[config.mk]
export PLATFORM = sky130hd
export DESIGN_NAME = lgn_pixel_loader
export DESIGN_NICKNAME = d
export VERILOG_FILES = /design/src/rtl/lgn_pixel_loader.sv
export SDC_FILE = /design/constraint.sdc
export NUM_CORES = 2
export LEC_CHECK = 0
export ABC_AREA = 0
export BUFFER_PORTS_ARGS = -buffer_cell sky130_fd_sc_hd__buf_4
export CORE_AREA = 2 2 318 320
export DETAILED_ROUTE_END_ITERATION = 10
export DIE_AREA = 0 0 320 322
export SLEW_MARGIN = 10
export SYNTH_ARGS = -nofsm -noshare
export SYNTH_HDL_FRONTEND = slang
export SYNTH_SLANG_ARGS = --single-unit
[constraint.sdc]
create_clock -name clk -period 30.7 [get_ports clk]
set_input_delay 3.07 -clock clk [delete_from_list [all_inputs] [get_ports clk]]
set_output_delay 3.07 -clock clk [all_outputs]
set_load 0.005 [all_outputs]
[src/rtl/lgn_pixel_loader.sv]
// Pad-side frame loader: synchronises an asynchronous pixel strobe, assembles a
// binarised image from packed or thresholded grayscale writes, and hands it off via valid/ack.
module lgn_pixel_loader #(
    parameter int BUS_WIDTH = 8,
    parameter int PIXELS    = 784,
    localparam int CW       = $clog2(PIXELS + 1)
) (
    input  logic                 clk,
    input  logic                 rst,
    input  logic                 wr_strobe,
    input  logic [BUS_WIDTH-1:0] data_in,
    input  logic                 mode,
    input  logic [BUS_WIDTH-1:0] threshold,
    input  logic                 frame_ack,
    output logic [PIXELS-1:0]    frame_bits,
    output logic                 frame_valid,
    output logic [CW-1:0]        pixel_count,
    output logic                 overrun
);

    localparam int WW = PIXELS + BUS_WIDTH;

    logic                 s1, s2, s3;
    logic                 wr_evt;
    logic                 mode_q;
    logic [BUS_WIDTH-1:0] thr_q;

    // Sync flops reset high so a strobe already high at reset release is not seen as an edge.
    always_ff @(posedge clk or posedge rst) begin
        if (rst) begin
            s1 <= 1'b1;
            s2 <= 1'b1;
            s3 <= 1'b1;
        end else begin
            s1 <= wr_strobe;
            s2 <= s1;
            s3 <= s2;
        end
    end

    assign wr_evt = s2 & ~s3;

    logic                 first_write;
    logic                 eff_mode;
    logic [BUS_WIDTH-1:0] eff_thr;
    logic                 gray_pix;
    logic [BUS_WIDTH-1:0] lane_mask;
    logic [BUS_WIDTH-1:0] lane_data;
    logic [WW-1:0]        wide_mask;
    logic [WW-1:0]        wide_data;
    logic [PIXELS-1:0]    frame_next;
    logic [CW-1:0]        remaining;
    logic [CW-1:0]        step;
    logic [CW-1:0]        count_sum;
    logic                 frame_done;
    logic                 accept;

    // The first write of a frame uses the live mode/threshold, which are latched on that write.
    assign first_write = (pixel_count == '0);
    assign eff_mode    = first_write ? mode : mode_q;
    assign eff_thr     = first_write ? threshold : thr_q;
    assign gray_pix    = (data_in >= eff_thr);

    always_comb begin
        lane_mask = '1;
        lane_data = data_in;
        if (eff_mode) begin
            lane_mask = {{(BUS_WIDTH-1){1'b0}}, 1'b1};
            lane_data = {{(BUS_WIDTH-1){1'b0}}, gray_pix};
        end
    end

    // Shifting into a vector wider than the frame drops excess bits of the final packed write.
    assign wide_mask  = {{PIXELS{1'b0}}, lane_mask} << pixel_count;
    assign wide_data  = {{PIXELS{1'b0}}, lane_data} << pixel_count;
    assign frame_next = (frame_bits & ~wide_mask[PIXELS-1:0])
                      | (wide_data[PIXELS-1:0] & wide_mask[PIXELS-1:0]);

    always_comb begin
        remaining = CW'(PIXELS) - pixel_count;
        step      = CW'(1);
        if (!eff_mode)
            step = (remaining < CW'(BUS_WIDTH)) ? remaining : CW'(BUS_WIDTH);
    end

    assign count_sum  = pixel_count + step;
    assign frame_done = (count_sum == CW'(PIXELS));
    assign accept     = wr_evt & (~frame_valid | frame_ack);

    always_ff @(posedge clk or posedge rst) begin
        if (rst) begin
            frame_bits  <= '0;
            frame_valid <= 1'b0;
            pixel_count <= '0;
            overrun     <= 1'b0;
            mode_q      <= 1'b0;
            thr_q       <= '0;
        end else begin
            if (frame_valid && frame_ack)
                frame_valid <= 1'b0;
            if (wr_evt && frame_valid && !frame_ack)
                overrun <= 1'b1;
            if (accept) begin
                frame_bits <= frame_next;
                if (first_write) begin
                    mode_q <= mode;
                    thr_q  <= threshold;
                end
                if (frame_done) begin
                    pixel_count <= '0;
                    frame_valid <= 1'b1;
                end else begin
                    pixel_count <= count_sum;
                end
            end
        end
    end

endmodule

==> flow_summary.yaml <==
power:
  leakage_nw: 21.4
  ir_drop_mv: 0.0609
  powerDensity_nw_per_um2: 103
sta:
  slew_headroom_pct: 13.7
  fin_worst_skew_ps: 34.4
  period_share_pct: 20.6
  fmax_mhz: 158
  setup_tns_ps: 0
  drv_slew: 0
  worstMarginPinSlew_ps: 1290
  setup_violations: 0
  hold_viol_final: 0
  rsz0062_at_grt: "false"
  post-route-min-period_ps: 6330
setup_path:
  slowest_stage: "buf_4"
  critical_path.startpoint: "rst"
  start_kind: "input port"
  path_class: "in -> async"
  critPathArrivalTime_ps: 7080
  crit_path_max_fanout: 155
  cp_top_family: "buffers and inverters"
  worstRegToRegCells: 14
  crit_top_cell: "buf_4"
  r2r_slack_ps: 24470
  reg2reg_from: "pixel_count[1]"
  critPathCaptureType: "asynchronous set/reset pin"
  crit_path_max_incr_delay_ps: 860
  path_depth: 6
  cp_num_buf_inv: 6
  path_cells: "buf_4 -> inv_8 -> buf_12 -> buf_12 -> buf_4 -> buf_4"
  required_ps: 31450
clock_network:
  cts-root-buf: "clkbuf_16"
  cts.sinks: 808
  cts_buffers: 91
  postCtsSetupRepairBufs: 0
  insertion_delay_ps: 700
  htreeDepth: 3
  cts_tree: "done"
  cts_resized: 0
  cts_buffer_depth: 3
  holdBufCountCts: 0
  clkTransAtPathRegs_ps: 60
routing:
  drt-initial-drc-count: 3630
  wire_per_inst_um: 31.4
  vias: 33000
  drt-pass1-iter-count: 8
  wl_um: 174000
  drcViolationCount: 0
  ant_nets: 0
  vias_per_cell: 5.98
placement:
  gp_congestion: 0.956
  dpl.hpwl_um: 123000
  place_inst: 5354
  io_buffers: 816
synthesis:
  synth_cell_type_count: 81
  synthFlopType: "dfrtp_1"
  syn_avg_cell_area_um2: 10.2
  synth_area_leaders: "dfrtp_1 (57%), a21oi_1 (7.5%), o31ai_1 (6.8%)"
  synth_most_common_cell: "dfrtp_1"
  synth_top_cell_by_area: "dfrtp_1"
  ys_top_cells_by_count: "dfrtp_1 (805), a21oi_1 (531), o21ai_0 (428)"
  synth_seq_cells: 808
  synth_top_area_share_pct: 57.2
  synth_edf_count: 0
  synth-async-reset-ratio_pct: 100
  synth_warnings: 0
  ys_seq_area_share_pct: 57.4
  synthCells: 3465
  synth_area_um2: 35200
grt:
  busiest_layer: "met2"
  use_met3_pct: 9.07
  grt-ovfl-total: 0
  use_met1_pct: 41.4
  grt_max_degree: 161
  grt_pass1_vias: 31100
  grt_util_all_layers_pct: 32.6
  grt_pass1_wl_um: 242000
  antenna_found_initial: 4
  grt_use_met2_pct: 52.1
finish:
  drive_gt1_share_pct: 28.8
  layoutNonFillerInstCount: 5526
  syn2layout_area_growth_pct: 30.4
  final_nets: 4191
floorplan:
  die-area_um2: 103000
  fp.dieW_um: 320
  initial_core_util_pct: 35.4
  io_pins: 817
  rows: 116
  dieHeight_um: 322
  core_region_area_um2: 99600
job:
  max_cap_viol_count: 0
outcome:
  status: "finished, final reports clean"
hold_path:
  hold_class: "reg -> reg"
logic make-up (layout without fill, tap and decap cells):
kind of cell	count (synthesis)	in the layout	share of synthesized area, %
AOI/OAI and AO/OA	1670	1670	28.3
xor gates and xnor gates	5	5	0.124
adders and majority gates	20	20	0.731
buffers and inverters	362	1120	3.94
DFF	808	808	57.4
muxes	83	83	2.62
other	1	6	0.0106
and+or+nand+nor	516	516	6.94
per-stage QoR:
stage,utilization [%],setup WS [ps],power [mW],hold slack [ps],area (µm²)
finish,46.2,24370,4.72,360,46000
global route,46.2,23770,4.91,363,46000
CTS,46.2,24330,4.71,361,46000
detailed placement,43.1,23590,3.57,348,42900
global placement,43.1,23580,3.57,349,42900
floorplan,-,4940,2.43,345,35300
how the worst min path moves through the flow:
stage,cells after the start,endpoint,startpoint
2_1_floorplan,0,s2,s1
3_3_place_gp,0,s2,s1
3_5_place_dp,0,s2,s1
4_1_cts,0,s2,s1
5_1_grt,0,s2,s1
6_report,0,s2,s1
area by class of cell:
class	count	area, µm²
well taps	1298	1620
inverters	19	78.8
flip-flops and latches	808	20200
clock buffers	127	2560
repair buffers	931	7030
clock inverters	43	520
multi-input cells	2299	13900
diodes	1	2.50
fillers	9471	53600
placed cells by master, fill, tap and decap left out, drive strengths merged, types with 19 or more instances in the layout:
| cell | instances |
|---|---|
| o21ai | 447 |
| buf | 931 |
| nor2 | 127 |
| clkinv | 32 |
| mux2 | 55 |
| nand2 | 170 |
| dfrtp | 805 |
| o22ai | 39 |
| nor2b | 21 |
| nand3 | 52 |
| a31oi | 203 |
| nor3 | 38 |
| o31ai | 319 |
| mux2i | 26 |
| a21oi | 531 |
| ha | 19 |
| clkbuf | 127 |
report_power, final:
| group | internal (mW) | total, mW | switching, mW |
|---|---|---|---|
| registers | 1.31 | 1.47 | 0.160 |
| clock network | 0.641 | 1.12 | 0.482 |
| logic | 0.640 | 2.13 | 1.49 |
per-layer routing:
metal	routed length, µm	part of all wire [%]
met2	79900	46
met3	16700	9.6
met1	68600	39
met5	17	0.0098
met4	8480	4.9
Note: power is estimated with default switching activity, not from simulation.
